$ cat src/rtl/ysyx_22051013_if_fetch.sv
// Instruction-fetch stage: owns the PC, issues one imem request at a time and
// presents pc/inst pairs to IF/ID, honouring stall backpressure and redirects.
module ysyx_22051013_if_fetch #(
  parameter int unsigned      XLEN     = 64,
  parameter int unsigned      INST_W   = 32,
  parameter logic [XLEN-1:0]  RESET_PC = 64'h0000_0000_8000_0000
) (
  input  logic              clk,
  input  logic              rst,
  input  logic              if_pc_stall,
  input  logic              jump_ena,
  input  logic [XLEN-1:0]   jump_pc,
  output logic              imem_req_valid,
  output logic [XLEN-1:0]   imem_req_addr,
  input  logic              imem_req_ready,
  input  logic              imem_rsp_valid,
  input  logic [INST_W-1:0] imem_rsp_inst,
  output logic              if_valid,
  output logic [XLEN-1:0]   if_pc,
  output logic [INST_W-1:0] if_inst
);

  // Request channel: a transfer happens on a rising edge where imem_req_valid
  // and imem_req_ready are both high; once raised, valid stays high with a
  // stable address until that edge (a redirect counts as a fresh request).
  // Response channel has no ready: imem_rsp_valid is a one-cycle pulse.
  typedef enum logic [1:0] {
    S_IDLE = 2'd0,
    S_REQ  = 2'd1,
    S_WAIT = 2'd2,
    S_HOLD = 2'd3
  } state_e;

  state_e              state_q, state_d;
  logic [XLEN-1:0]     pc_q, pc_d;
  logic                drop_q, drop_d;
  logic [INST_W-1:0]   hold_inst_q, hold_inst_d;
  logic [XLEN-1:0]     pc_inc;

  assign pc_inc        = pc_q + XLEN'(4);
  assign imem_req_addr = pc_q;
  assign if_pc         = pc_q;

  always_comb begin
    state_d        = state_q;
    pc_d           = pc_q;
    drop_d         = drop_q;
    hold_inst_d    = hold_inst_q;
    imem_req_valid = 1'b0;
    if_valid       = 1'b0;
    if_inst        = '0;

    case (state_q)
      S_IDLE: begin
        state_d = S_REQ;
        if (jump_ena) pc_d = jump_pc;
      end

      S_REQ: begin
        imem_req_valid = 1'b1;
        if (imem_req_ready) begin
          state_d = S_WAIT;
          // Accepted with the old address while redirecting: its reply is stale.
          drop_d  = jump_ena;
        end
        if (jump_ena) pc_d = jump_pc;
      end

      S_WAIT: begin
        if (imem_rsp_valid) begin
          if (jump_ena) begin
            pc_d    = jump_pc;
            drop_d  = 1'b0;
            state_d = S_REQ;
          end else if (drop_q) begin
            drop_d  = 1'b0;
            state_d = S_REQ;
          end else begin
            if_valid = 1'b1;
            if_inst  = imem_rsp_inst;
            if (if_pc_stall) begin
              hold_inst_d = imem_rsp_inst;
              state_d     = S_HOLD;
            end else begin
              pc_d    = pc_inc;
              state_d = S_REQ;
            end
          end
        end else if (jump_ena) begin
          pc_d   = jump_pc;
          drop_d = 1'b1;
        end
      end

      S_HOLD: begin
        if (jump_ena) begin
          pc_d        = jump_pc;
          hold_inst_d = '0;
          state_d     = S_REQ;
        end else begin
          if_valid = 1'b1;
          if_inst  = hold_inst_q;
          if (!if_pc_stall) begin
            pc_d    = pc_inc;
            state_d = S_REQ;
          end
        end
      end

      default: state_d = S_IDLE;
    endcase
  end

  always_ff @(posedge clk or negedge rst) begin
    if (!rst) begin
      state_q     <= S_IDLE;
      pc_q        <= RESET_PC;
      drop_q      <= 1'b0;
      hold_inst_q <= '0;
    end else begin
      state_q     <= state_d;
      pc_q        <= pc_d;
      drop_q      <= drop_d;
      hold_inst_q <= hold_inst_d;
    end
  end

endmodule

$ cat config.mk
export PLATFORM = sky130hd
export DESIGN_NAME = ysyx_22051013_if_fetch
export DESIGN_NICKNAME = d
export VERILOG_FILES = /design/src/rtl/ysyx_22051013_if_fetch.sv
export SDC_FILE = /design/constraint.sdc
export NUM_CORES = 1
export LEC_CHECK = 0
export CAP_MARGIN = 10
export CORE_ASPECT_RATIO = 1.5
export CORE_MARGIN = 10
export CORE_UTILIZATION = 40
export CTS_CLUSTER_DIAMETER = 40
export DETAILED_ROUTE_END_ITERATION = 10
export PLACE_DENSITY = 0.78
export SETUP_SLACK_MARGIN = 0.05
export SKIP_LAST_GASP = 1
export SLEW_MARGIN = 20
export SYNTH_ARGS = -nofsm -noshare
export SYNTH_HDL_FRONTEND = slang
export SYNTH_SLANG_ARGS = --single-unit
$ cat constraint.sdc
create_clock -name clk -period 2.25 [get_ports clk]
set_input_delay 0.225 -clock clk [delete_from_list [all_inputs] [get_ports clk]]
set_output_delay 0.225 -clock clk [all_outputs]
set_load 0.05 [all_outputs]
==> results.md, run 1 <==
* Status: finished, final reports clean
* Synth Cell Area at 6482 um2
* Final GP Congestion at 0.9910
* Distinct cells, synth at 73
* First drt pass iteration count at 7
* Clock share of power at 0.182
* Sequential cell area at 2527 um2
* # rows at 56
* Most common cell in the netlist: dfrtp_1
* Combinational share of power at 0.527
* Critical path class: flop to flop
* Max-slew violation count at 0
* RSZ-0062 raised after global routing: yes
* Startpoint Class: flop
* WHS at 0.3574 ns
* Largest net degree at the start of global routing at 39
* Post-layout nets at approximately 1100
* Hold Vio Cnt, Final at 0
* CTS clk-pin slew, worst paths at 0.07 ns
* Syn nets at 822
* Final min period at between 2 and 2.5 ns
* Mapped Cells at 715
* Global-route usage over all layers at 0.2371
* Area grow syn2layout at 62.05%
* Post-synth EDFFs at 0
* CTS tree: yes
* H-tree levels at 3
* Worst Max-Slew Pin Slew at 0.9523 ns
* Clock latency at the later pin of the worst-skew pair at around 0.36 ns
* Area leader, netlist: dfrtp_1
* Die Ht at 175.9 um
* # diodes at 0
* Post-synthesis register bit count at 99
* Max cap viols at 0
* First-pass GRT wire length at around 41000 um
* DRC at 0
* Overall power at approximately 0.0088 W
* Avg Inst Size Synth at about 9.1 um2
* Clock tree buffer depth at 2
* WP data arrival at between 2 and 2.5 ns
* Post-DP HPWL at 20050 um
* Crit end category: flop
* Net Sw Frac at 0.4663
* Number of vias per cell at 5.965
* Final WL at ~27000 um
* Footprint of the multi-input gates at 3588 um2
* Max frequency at 0.4508 GHz
* Starting density of the core at 0.4112
* Top post-synthesis cells by area: dfrtp_1, a22o_1, buf_4, nand2_1, nor2_1
* Routed len/inst at 22.91 um
* Final worst-path cycle share at 0.9860
* LEAKAGE at ~4.3 nW
* Cell area power density at 841.9 nW/um2
* FFs w/ async S/R, synth at 1.000
* Routed Antenna Nets at 0
* Initial antenna violation count at 1
* CP required at between 2 and 2.5 ns
* Vias in the first global route at 7206
* Ys flop type: dfrtp_1
* I/O pin cnt at ~260
* Crit-path max FO at 9
* Core Region at 15770 um2
* CTS Buf Count at 9
* Fillcell total at ~1300
* Grt total ovfl at 0
* Layout cells sized above 1 at 0.2503
* Peak supply drop at approximately 0.48 mV
* Seq pwr share at 0.291
* Clock sink total at 99
* Initial drt markers at about 660
* Die ar. at 21800 um2
* Ys Warns at 0
* Post-synth top cells: dfrtp_1, a22o_1, buf_4, nand2_1, nor2_1
* Sw power at 0.004124 W
* Slew HR at 0.3628
* Final setup fails at 0
* Worst Skew at 0.01561 ns
* Post-route worst setup slack at 0.03159 ns
* Die Width at 123.9 um
* Hold Crit Class: input pin to asynchronous set/reset pin
* Post-Place Setup Slack at -0.05240 ns
* Vias at 7027
* Internal cell power at 0.004721 W
* Yosys top cell area share at 0.3783
* Clock Root Buffer: clkbuf_16
* Sequential area share after synthesis at 0.3824
* IO Port Bufs at 263
placed cells by master (no fill, tap or decap), drive strengths merged, types with 32 or more instances in the layout:
cell and count:
o21ai 33, a22o 64, nor3 32, nor2 53
buf 120, dfrtp 98, a21oi 32, nand3 33
clkdlybuf4s50 227, nand2 59
per-stage QoR:
step,area (um2),util,TNS (ns),instances
2_1_floorplan,6585,-,0,715
3_3_place_gp,9768,0.6196,-0.002403,1148
3_5_place_dp,9768,0.6196,-0.1482,1148
4_1_cts,10390,0.6593,0,1176
5_1_grt,10510,0.6663,-0.2085,1178
6_report,10510,0.6663,0,1178
per-layer routing:
layer,routed length (um),GRT usage,part of all wire,vias up
met3,2669,0.06645,0.099,78
met2,13960,0.4218,0.52,388
met1,9120,0.2475,0.34,3408
met4,1238,0.1131,0.046,0
met5,0,0,0,-
li1,-,-,-,3153
sequential cells by signal (all words and copies together), names as in the netlist:
signal	flops
hold_inst_q	32
if_pc	64
state_q	2
drop_q	1
power groups by stage:
stage / clock network, W / registers, W / logic [W]
after CTS: 0.00162 / 0.00256 / 0.00462
after floorplan: 0 / 0.00318 / 0.00221
after detailed placement: 0 / 0.00258 / 0.00445
after global routing: 0.00169 / 0.00263 / 0.00488
after global placement: 0 / 0.00257 / 0.00440
final: 0.00161 / 0.00257 / 0.00466
kinds of logic after synthesis:
| group | share of synthesized area |
|---|---|
| compound gates | 0.2428 |
| xor+xnor | 0.02162 |
| fa+ha+maj | 0.009651 |
| buf+inv | 0.1062 |
| flops | 0.3824 |
| mux | 0.008299 |
| simple gates | 0.2291 |
worst max-delay path, cell delays in order, from the launching register on:
cell and delay (ns):
dfrtp_2 0.45, ha_4 0.18, buf_4 0.15, nand2b_1 0.19, o21ai_1 0.20, nand2_1 0.31
nor3_1 0.33, buf_4 0.19, a221oi_1 0.08
final cells by class:
| type | instances | share of cell area |
|---|---|---|
| clock buffer | 11 | 0.02215 |
| clock inverter | 5 | 0.006074 |
| inverter | 13 | 0.004645 |
| multi-input combinational | 498 | 0.3416 |
| sequential | 99 | 0.2406 |
| tap | 203 | 0.02418 |
| timing repair buffer | 349 | 0.3608 |
path summary, 6_finish.rpt:
kind / startpoint / endpoint / slack [ns] / depth (start not counted)
min reg2reg: hold_inst_q[13] / hold_inst_q[13] / 0.50 / 1
min in group clk: jump_ena / if_pc[8] / 0.39 / 3
max: state_q[1] / if_pc[54] / 0.03 / 8
max reg2reg: state_q[1] / if_pc[54] / 0.03 / 8
min: rst / if_pc[32] / 0.36 / 2
max in group asynchronous: rst / if_pc[41] / 1.25 / 3
timing repair:
item | in CTS | in global routing
buffers inserted | 6 | 2
resized for setup | 22 | 20
hold buffers | 1 | 0
cloned | 5 | 1
endpoints found under the hold margin | 23 | 0
pin swaps | 2 | 2
setup endpoints to repair | 34 | 51
Power figures use the tool's default switching activity.
==> inputs of run 2 (changes only) <==
==> constraint.sdc (replaced) <==
create_clock -name clk -period 1.8 [get_ports clk]
set_input_delay 0.18 -clock clk [delete_from_list [all_inputs] [get_ports clk]]
set_output_delay 0.18 -clock clk [all_outputs]
set_load 0.05 [all_outputs]
==> results.md, run 2 (synthesized netlist as in run 1, its figures left out) <==
* Status: finished with violations
* Violated checks: negative setup slack
* Clock tree buffer depth at 2
* Global-route usage over all layers at 0.2744
* Seq pwr share at 0.236
* Hold Crit Class: input pin to asynchronous set/reset pin
* Final WL at 36610 um
* Final worst-path cycle share at 1.212
* Post-route insts no fill at 1319
* IO Port Bufs at 263
* Clock sink total at slightly below 100
* RSZ-0062 raised after global routing: yes
* Die ar. at 21800 um2
* Net Sw Frac at 0.4671
* Max cap viols at 0
* Final Util at 0.8128
* Final setup fails at 128
* Final GP Congestion at slightly below 1
* Sequential cell area at 2540 um2
* Number of vias per cell at around 6.5
* Cell count of the worst reg-to-reg path at 9
* Worst path slowest cell: dfrtp_2
* Delay-heaviest family, CP: simple AND/OR/NAND/NOR gates
* CTS clk-pin slew, worst paths at 0.08 ns
* LEAKAGE at roughly 6 nW
* Core Region at 15770 um2
* Crit end category: flop
* Vias in the first global route at 8439
* H-tree levels at 3
* Post-DP HPWL at between 20000 and 25000 um
* Starting density of the core at 0.4112
* Footprint of the multi-input gates at between 4000 and 5000 um2
* Peak supply drop at 0.7785 mV
* Critical path class: flop to flop
* WP data arrival at roughly 2.4 ns
* CP most frequent cell: buf_4
* Worst Path Buf+Inv at 3
* Final min period at 2.181 ns
* Post-layout nets at 1218
* Slew HR at 0.6194
* Max frequency at 0.4585 GHz
* Combinational share of power at 0.600
* CTS Buf Count at 9
* Initial drt markers at 1160
* Area grow syn2layout at 97.66%
* DRC at 0
* # diodes at 0
* Largest net degree at the start of global routing at 41
* Startpoint Class: flop
* Initial antenna violation count at 0
* CTS tree: yes
* Clock latency at the later pin of the worst-skew pair at around 0.35 ns
* Clock Root Buffer: clkbuf_16
* Die Width at around 120 um
* Flip-flop count of the largest register after layout at 64
* Crit-path max FO at 7
* Fillcell total at between 800 and 900
* I/O pin cnt at 264
* First-pass GRT wire length at between 40000 and 50000 um
* Reg2Reg Setup Slack at -0.38 ns
* Max-slew violation count at 0
* Post-route worst setup slack at -0.3808 ns
* First drt pass iteration count at 6
* Total stage count of the critical path at 9
* Worst Skew at 0.01355 ns
* Sw power at just over 0.006 W
* Grt total ovfl at 0
* Most common cell after layout, fill and taps aside: buf_4
* Clock share of power at 0.164
* Overall power at roughly 0.013 W
* Worst path max stage delay at 0.44 ns
* Layout cells sized above 1 at 0.5699
* CP required at 2.03 ns
* Routed len/inst at around 28 um
* Most frequent cells in the layout: buf_4, clkdlybuf4s50_1, dfrtp_1
* # rows at 56
* Post-Place Setup Slack at -0.5646 ns
* Post-Place Cells at 1243
* Vias at 8514
* Hold Vio Cnt, Final at 0
* WHS at approximately 0.33 ns
* Worst Max-Slew Pin Slew at between 0.5 and 0.6 ns
* Die Ht at about 180 um
* Cell Chain, Critical Path: buf_4, nand2_2, nor3_1, buf_4, nand3_4, buf_6, nor4_4, xnor2_1, o21ai_1
* Routed Antenna Nets at 0
* Cell area power density at between 1000 and 1500 nW/um2
* Internal cell power at 0.007082 W
[run 2: changes by cell type in the layout (fill, tap and decap cells not counted), moves of 13 or more]
cell | before | now
o21ai_1 | 4 | 20
a22o_4 | 17 | 32
a22o_2 | 13 | 0
nor2_1 | 51 | 35
buf_6 | 1 | 52
o21ai_0 | 29 | 4
clkdlybuf4s50_1 | 227 | 98
buf_4 | 74 | 260
a21oi_1 | 32 | 19
nor3_1 | 27 | 12
dfrtp_2 | 27 | 40
[run 2: path summary, 6_finish.rpt]
| check | start | endpoint |
|---|---|---|
| setup / recovery | if_pc[15] | if_pc[47] |
| hold / removal | rst | if_pc[32] |
| setup reg to reg | if_pc[15] | if_pc[47] |
| hold reg to reg | hold_inst_q[24] | hold_inst_q[24] |
| max in group asynchronous | rst | state_q[1] |
| min in group clk | jump_ena | if_pc[62] |
[run 2: worst register-to-register path: stages (launching register included)]
cell and delay [ns]:
dfrtp_2 0.44, buf_4 0.20, nand2_2 0.11, nor3_1 0.25, buf_4 0.19, nand3_4 0.24
buf_6 0.23, nor4_4 0.17, xnor2_1 0.16, o21ai_1 0.08
[run 2: stage by stage]
stage | TNS [ns] | area (um2)
2_1_floorplan | -10.10 | 7149
6_report | -26.70 | 12810
3_3_place_gp | -26.43 | 10740
5_1_grt | -32.92 | 12810
3_5_place_dp | -30.20 | 10740
4_1_cts | -17.04 | 12040
[run 2: power by group through the flow]
stage	clock [W]	sequential (W)	combinational, W
2_1_floorplan	0	0.00402	0.00301
3_3_place_gp	0	0.00306	0.00636
3_5_place_dp	0	0.00308	0.00645
4_1_cts	0.00216	0.00307	0.00719
5_1_grt	0.00228	0.00315	0.00822
6_report	0.00218	0.00313	0.00798
[run 2: routing by layer]
layer  global-route usage  vias up  share of wire  wire length (um)
met5                    0        -              0                 0
li1                     -     3448              -                 -
met2               0.5004      752           0.50             18270
met1               0.2711     4051           0.30             10870
met4               0.1420        0          0.082              2991
met3              0.07737      263           0.12              4480
[run 2: timing repair]
action,4_1_cts,5_1_grt
setup endpoints to repair,127,133
pin swaps,73,67
endpoints found under the hold margin,27,0
gates resized for setup,115,140
hold buffers,1,0
setup buffers,39,17
gates cloned,7,5
[run 2: area by class of cell]
type,instances,area share
Inverter,13,0.003808
Timing Repair Buffer,490,0.3925
Sequential cell,99,0.1982
Tap cell,203,0.01982
Multi-Input combinational cell,498,0.3608
Clock inverter,5,0.006640
Clock buffer,11,0.01816
